[src/rtl/timer_pkg.sv]
// Shared types and helpers for the BCD countdown timer.
package timer_pkg;

   typedef enum logic [1:0] {
      IDLE  = 2'd0,
      RUN   = 2'd1,
      PAUSE = 2'd2,
      DONE  = 2'd3
   } timer_state_t;

   localparam logic [3:0] BCD_MAX = 4'd9;

   // Any nibble above 9 is not a legal BCD digit; treat it as 9.
   function automatic logic [3:0] bcd_clamp(input logic [3:0] x);
      return (x > BCD_MAX) ? BCD_MAX : x;
   endfunction

endpackage

[src/rtl/bcd_down_digit.sv]
// One BCD decade of the countdown chain. Decrements when dec_in is high;
// a digit at 0 wraps to 9 and passes a borrow to the next decade.
module bcd_down_digit
   import timer_pkg::*;
(
   input  logic       clk,
   input  logic       reset,
   input  logic       load,
   input  logic [3:0] load_val,
   input  logic       dec_in,
   output logic [3:0] q,
   output logic       borrow_out
);

   // A borrow leaves this decade only when it is asked to decrement while at 0.
   assign borrow_out = dec_in & (q == 4'd0);

   // Digit register: reset, then load, then decrement.
   always_ff @(posedge clk) begin
      // NOTE: state registers use non-blocking assignments so every flop samples pre-edge values.
      if (reset) begin
         q <= 4'd0;
      end else if (load) begin
         q <= load_val;
      end else if (dec_in) begin
         q <= (q == 4'd0) ? BCD_MAX : q - 4'd1;
      end
   end

endmodule

[src/rtl/bcd_down_timer.sv]
// Multi-digit BCD countdown timer: loads a preset, decrements once per
// prescaled tick with borrows rippling across decades, and pulses done at 0.
module bcd_down_timer
   import timer_pkg::*;
#(
   parameter int DIGITS   = 4,
   parameter int TICK_DIV = 50_000_000
) (
   input  logic                  clk,
   input  logic                  reset,
   input  logic                  set,
   input  logic [4*DIGITS-1:0]   setValue,
   input  logic                  start,
   input  logic                  pause,
   output logic [4*DIGITS-1:0]   q,
   output logic                  running,
   output logic                  zero,
   output logic                  done
);

   localparam int                PW         = $clog2(TICK_DIV + 1);
   localparam logic [PW-1:0]     PRESC_LAST = PW'(TICK_DIV - 1);
   localparam logic [4*DIGITS-1:0] Q_ONE    = (4*DIGITS)'(1);

   timer_state_t      state_q, state_d;
   logic [PW-1:0]     presc_q, presc_d;
   logic              tick;
   logic              reach_zero;
   logic [DIGITS:0]   dec_chain;
   logic              top_borrow_unused;

   assign zero       = (q == '0);
   assign reach_zero = tick & (q == Q_ONE);

   // Next-state, prescaler and tick decode; set overrides every state.
   always_comb begin
      // NOTE: every signal written here gets a default first, so no latch can be inferred.
      state_d = state_q;
      presc_d = presc_q;
      tick    = 1'b0;
      if (set) begin
         state_d = IDLE;
         presc_d = '0;
      end else begin
         case (state_q)
            IDLE: begin
               if (start && !zero) begin
                  state_d = RUN;
                  presc_d = '0;
               end
            end
            RUN: begin
               if (pause) begin
                  state_d = PAUSE;
               end else if (presc_q == PRESC_LAST) begin
                  presc_d = '0;
                  tick    = 1'b1;
                  if (q == Q_ONE) state_d = DONE;
               end else begin
                  presc_d = presc_q + PW'(1);
               end
            end
            PAUSE: begin
               if (start) state_d = RUN;
            end
            DONE: begin
               state_d = DONE;
            end
            default: state_d = IDLE;
         endcase
      end
   end

   // State, prescaler and registered status outputs.
   always_ff @(posedge clk) begin
      if (reset) begin
         state_q <= IDLE;
         presc_q <= '0;
         running <= 1'b0;
         done    <= 1'b0;
      end else begin
         state_q <= state_d;
         presc_q <= presc_d;
         running <= (state_d == RUN);
         done    <= reach_zero && !set;
      end
   end

   // Borrow chain: the tick enters digit 0, each borrow feeds the next decade.
   assign dec_chain[0] = tick;

   generate
      for (genvar k = 0; k < DIGITS; k++) begin : g_digit
         bcd_down_digit u_digit (
            .clk        (clk),
            .reset      (reset),
            .load       (set),
            .load_val   (bcd_clamp(setValue[4*k +: 4])),
            .dec_in     (dec_chain[k]),
            .q          (q[4*k +: 4]),
            .borrow_out (dec_chain[k+1])
         );
      end
   endgenerate

   // A borrow out of the top decade would mean underflow, which RUN never allows.
   assign top_borrow_unused = dec_chain[DIGITS];

endmodule
[config.mk]
export PLATFORM = sky130hd
export DESIGN_NAME = bcd_down_timer
export DESIGN_NICKNAME = d
export VERILOG_FILES = /design/src/rtl/timer_pkg.sv /design/src/rtl/bcd_down_digit.sv /design/src/rtl/bcd_down_timer.sv
export SDC_FILE = /design/constraint.sdc
export NUM_CORES = 1
export LEC_CHECK = 0
export ABC_CLOCK_PERIOD_IN_PS = 3550
export BUFFER_PORTS_ARGS = -buffer_cell sky130_fd_sc_hd__buf_4
export CAP_MARGIN = 20
export CORE_MARGIN = 1.5
export CORE_UTILIZATION = 45
export CTS_BUF_LIST = sky130_fd_sc_hd__clkbuf_16
export DETAILED_ROUTE_END_ITERATION = 6
export GPL_ROUTABILITY_DRIVEN = 0
export PLACE_DENSITY = 0.68
export SYNTH_ARGS = -nofsm -noshare
export SYNTH_HDL_FRONTEND = slang
export SYNTH_SLANG_ARGS = --single-unit
export TNS_END_PERCENT = 5
[constraint.sdc]
create_clock -name clk -period 3.55 [get_ports clk]
set_input_delay 0.355 -clock clk [delete_from_list [all_inputs] [get_ports clk]]
set_output_delay 0.355 -clock clk [all_outputs]
set_load 0.005 [all_outputs]
# Yosys cells after proc, flatten, opt, wreduce, memory -nomap -nowiden
# Cells that the tools add are included.
[word_totals]
mem_count = 0
out_inout_bits = 19
latchBits = 0
reg_bits = 46
mem_bits_rw = 0
input_bits = 21
romBits = 0
[op_classes]
mul = 0
bitwise = 4
reduce_logical = 17
n_eq_ne = 8
n_lt_le_gt_ge = 4
addsub = 5
shifts = 0
n_mux = 31
div = 0
[ops]
columns = ["op", "count"]
rows = [
  ["$mux 26", 3],
  ["$mux 4", 16],
  ["$pmux 26 s2", 1],
  ["$add 26x1->26 const B", 1],
  ["$eq 26x26->1 const B", 1],
  ["$eq 16x1->1 const B", 1],
  ["$gt 4x4->1 const B", 4],
  ["$logic_not 16->1", 1],
  ["$logic_not 4->1", 4],
  ["$sub 4x1->4 const B", 4],
  ["$mux 2", 6],
  ["$reduce_bool 2->1", 5],
  ["$pmux 2 s4", 1],
  ["$and 1x1->1", 4],
  ["$eq 2x1->1 const B", 2],
  ["$eq 2x2->1 const B", 2],
  ["$mux 1", 4],
  ["$ne 2x2->1 const B", 2],
  ["$reduce_and 3->1", 1],
  ["$logic_and 1x1->1", 2],
  ["$logic_not 1->1", 2],
  ["$logic_not 2->1", 1],
  ["$reduce_or 2->1", 1],
]

# Logic depth before layout (Yosys ltp)
[depth]
word_depth = 10
ltp_mapped = 8
mapped_depth_nobuf = 6

# Cells and area by module
# A second synthesis with hierarchy kept.
[unflattened]
cells_unflattened = 345
hier_area_um2 = 2770.2
[modules_own_cells]
columns = ["mod", "area_per_inst_um2", "seq_area_each_um2", "n_inst", "cells_each"]
rows = [
  ["bcd_down_timer", 1884.3, 600.6, 1, 249],
  ["bcd_down_digit", 221.5, 80.1, 4, 24],
]

# Least setup slack after synthesis
# OpenSTA, ideal clock, no wires.
[synth_timing]
path_type = "reg-to-reg"
startpoint = "reg presc_q[10]"
endpoint = "reg g_digit[2].u_digit.q[0]"
period_less_slack_ns = 2.131
arrival_ns = 2.040
n_path_buf = 0
path_stages_with_launch = 6
setup_ns = 0.091
setup_slack_ns = 1.419
cell_sequence = "dfxtp_1 > or4b_4 > nor4_4 > nand3_4 > or4_1 > a311oi_1"
[synth_via]
elab_chain_len = 8
[synth_rtl]
columns = ["item", "line", "text"]
rows = [
  ["start, declared", "bcd_down_timer.sv:26", "logic [PW-1:0] presc_q, presc_d;"],
  ["start signal, assigned", "bcd_down_timer.sv:83", "presc_q <= presc_d;"],
  ["$eq 26x26->1", "bcd_down_timer.sv:55", "end else if (presc_q == PRESC_LAST) begin"],
  ["$mux 1", "bcd_down_timer.sv:55", ""],
  ["$mux 1", "bcd_down_timer.sv:53", "if (pause) begin"],
  ["$mux 1", "bcd_down_timer.sv:45", "case (state_q)"],
  ["$mux 1", "bcd_down_timer.sv:41", "if (set) begin"],
  ["$and 1x1->1 (2 in series)", "bcd_down_digit.sv:16", "assign borrow_out = dec_in & (q == 4'd0);"],
  ["$reduce_bool 2->1 (no source line)", "n/a", ""],
  ["end signal, assigned", "bcd_down_digit.sv:24", "q <= load_val;"],
  ["end signal, assigned", "bcd_down_digit.sv:26", "q <= (q == 4'd0) ? BCD_MAX : q - 4'd1;"],
  ["end, declared", "bcd_down_digit.sv:11", "output logic [3:0] q,"],
]
# Every way passes these cells.
# A chain may end at the register's enable or synchronous reset.

# Worst setup path after layout
[layout_timing]
startpoint = "reg g_digit[1].u_digit.q[0]"
endpoint = "reg presc_q[20]"
[layout_via]
elab_chain_len = 5
[layout_rtl]
columns = ["item", "line", "text"]
rows = [
  ["start, declared", "bcd_down_digit.sv:11", ""],
  ["start signal, assigned", "bcd_down_digit.sv:24", ""],
  ["start signal, assigned", "bcd_down_digit.sv:26", ""],
  ["$logic_not 16->1", "bcd_down_timer.sv:32", "assign zero = (q == '0);"],
  ["$logic_not 1->1", "bcd_down_timer.sv:47", "if (start && !zero) begin"],
  ["$logic_and 1x1->1", "bcd_down_timer.sv:47", ""],
  ["$ne 2x2->1 (no source line)", "n/a", ""],
  ["$reduce_and 3->1 (no source line)", "n/a", ""],
]
# Every way passes these cells.

==> out/results.tsv <==
metric	value	unit
path_common_cell	or4_1	
drc	0	
finalWirelength	7040	um
setup_viol	0	
hold_violations	0	
sequential_cell_area	921	um2
htree_num_levels	2	
portBuffers	39	
max_freq	0.365	GHz
leakagePower	1.06	nW
initial_core_util	0.473	
core_area	5570	um2
design_area	3120	um2
clk_latency	0.29	ns
fp.dieW	79.5	um
ir_drop	0.000234	V
post_cts.repair.setup_buffers	0	
cts_tree	done	
min_path_type	primary input to flip-flop	
critPathMaxFanout	27	
io_pins	40	
ys_ff_latch	46	
grt_pass1_vias	2384	
rows	27	
hold_ws	0.270	ns
dieArea	6330	um2
grt_setup_unrepaired	no	
fin_crit	2.74	ns
cts-resized-gates	0	
dr_wl_met3	380	um
seq_area_frac_synth	0.349	
postSynthCellCount	328	
wl_met1	3450	um
highest_layer	met4	
period_share	0.773	
routed-wl-met2	3100	um
worst_pin_slew	0.840	ns
antenna_found_initial	0	
syn_nets	350	
cts-hold-fix-buffers	0	
slew_viol_final	0	
relSlewSlack	0.435	
clockBufferDepth	2	
layout_commonest_cell	dfxtp_1	
place_inst	422	
finalClockSkew	0.00544	ns
clkTransAtPathRegs	0.06	ns
final_nets	379	
ys_warn_count	0	
tns	0	ns
crit_path_start_kind	flip-flop	
power	1.24	mW
p_per_area	396	nW/um2
numCtsBuffers	5	
die_height	79.5	um
path_class	flip-flop to flip-flop	
clock_sinks	46	
syn_area	2640	um2
ys.flop_type	dfxtp_1	
endpoint_kind	flip-flop	
drive_gt1_frac	0.182	
path_cells	or4_1 > nand4bb_1 > a31oi_2 > buf_4 > or4_1 > a21oi_1	
syn_to_final_growth	18.5	%
place_area	2960	um2
drtAntennaViolNets	0	
dp_hpwl	4980	um
yosys.cell_types.count	59	
drt_iter0_markers	184	
outcome	completed	
grt_max_degree	28	
post_drt_via_cell_ratio	6.27	
grt_pass1_wl	11700	um
num-fill-cells	546	
layout_common_cells	dfxtp_1 (46), buf_4 (42), a21oi_1 (30), nand2_1 (22), nor2_1 (21)	
fin_cells	430	
async_reset_ff_frac	0	
worstPathArrival	2.88	ns
slowest_stage	or4_1	
overflow	0	
vias	2698	
cts_root_buf	clkbuf_16	
multi_input_area	1610	um2
worstPathRequired	3.69	ns
wl_per_cell	16.4	um
first_pass_iters	4	
cpPeakStageDelay	0.68	ns
synth-edff-count	0	
max_cap_viol_count	0	
syn_area_per_cell	8.04	um2
grtUsageTotal	0.232	
diodes	0	
path summary, 6_finish.rpt:
| check | start | to | slack [ns] | depth (start not counted) |
|---|---|---|---|---|
| max reg2reg | g_digit[1].u_digit.q[0] | presc_q[20] | 0.81 | 6 |
| min | setValue[1] | g_digit[0].u_digit.q[1] | 0.27 | 2 |
| max | g_digit[1].u_digit.q[0] | presc_q[20] | 0.81 | 6 |
| min reg2reg | presc_q[23] | presc_q[23] | 0.48 | 2 |
worst max-delay path, delay by kind of cell, from the launching register on:
kind                   cells  cell delay [ns]
buffers and inverters      1             0.37
AO/OA/AOI/OAI              2             0.64
flip-flops                 1             0.37
AND/OR/NAND/NOR            3             1.19
layout make-up:
class / instances / area share
Clock buffer: 5 / 0.0401
Clock inverter: 3 / 0.0128
Inverter: 7 / 0.00841
Multi-Input combinational cell: 255 / 0.514
Sequential cell: 46 / 0.295
Tap cell: 72 / 0.0288
Timing Repair Buffer: 42 / 0.101
metal layers:
| metal | vias to the layer above | GRT usage |
|---|---|---|
| met5 | - | 0 |
| met4 | 0 | 0.0789 |
| met3 | 8 | 0.0331 |
| met2 | 79 | 0.345 |
| met1 | 1275 | 0.340 |
| li1 | 1336 | - |
synthesized netlist by cell type (3+ instances only):
cell type	number	area, um2
nor2_1	21	78.8
inv_1	7	26.3
and4_1	4	35.0
o41ai_1	3	26.3
xnor2_1	3	26.3
nor3_1	16	80.1
nor2b_1	5	31.3
nand3_1	10	50.1
o31ai_1	7	52.6
nand4_1	15	93.8
or3_1	17	106
nand2b_1	4	25.0
o22ai_1	5	31.3
nand2_1	22	82.6
dfxtp_1	46	921
a221oi_1	3	26.3
and3_1	4	25.0
a31oi_1	5	31.3
a21oi_1	30	150
a211oi_1	5	37.5
buf_2	6	30.0
o21ai_0	17	85.1
or4_1	9	67.6
clkbuf_1	12	45.0
a311oi_1	5	43.8
nor4_1	7	43.8
cell families (layout without fill, tap and decap cells):
logic type | after synthesis | count (layout) | share of synthesized area
and+or+nand+nor | 150 | 150 | 0.335
AOI/OAI and AO/OA | 97 | 97 | 0.241
DFF | 46 | 46 | 0.349
buffers and inverters | 27 | 57 | 0.0441
xor gates and xnor gates | 4 | 4 | 0.0133
muxes | 3 | 3 | 0.0123
adders and majority gates | 1 | 1 | 0.00475
flip-flops by register name (all words and copies together) (netlist names):
| signal | flops |
|---|---|
| running | 1 |
| state_q | 2 |
| presc_q | 26 |
| g_digit.u_digit.q | 16 |
| done | 1 |
report_power, final:
group | total [mW] | internal [mW] | switching (mW)
combinational | 0.157 | 0.0682 | 0.0883
sequential | 0.550 | 0.529 | 0.0208
clock | 0.530 | 0.330 | 0.201
metrics by stage:
stage                      util  worst slack [ns]
after CTS                 0.560             0.814
after global placement    0.531             0.999
final                     0.560             0.807
after floorplan               -              1.42
after global routing      0.560             0.617
after detailed placement  0.531             0.841
No activity file was read; power rests on OpenSTA's default activity.
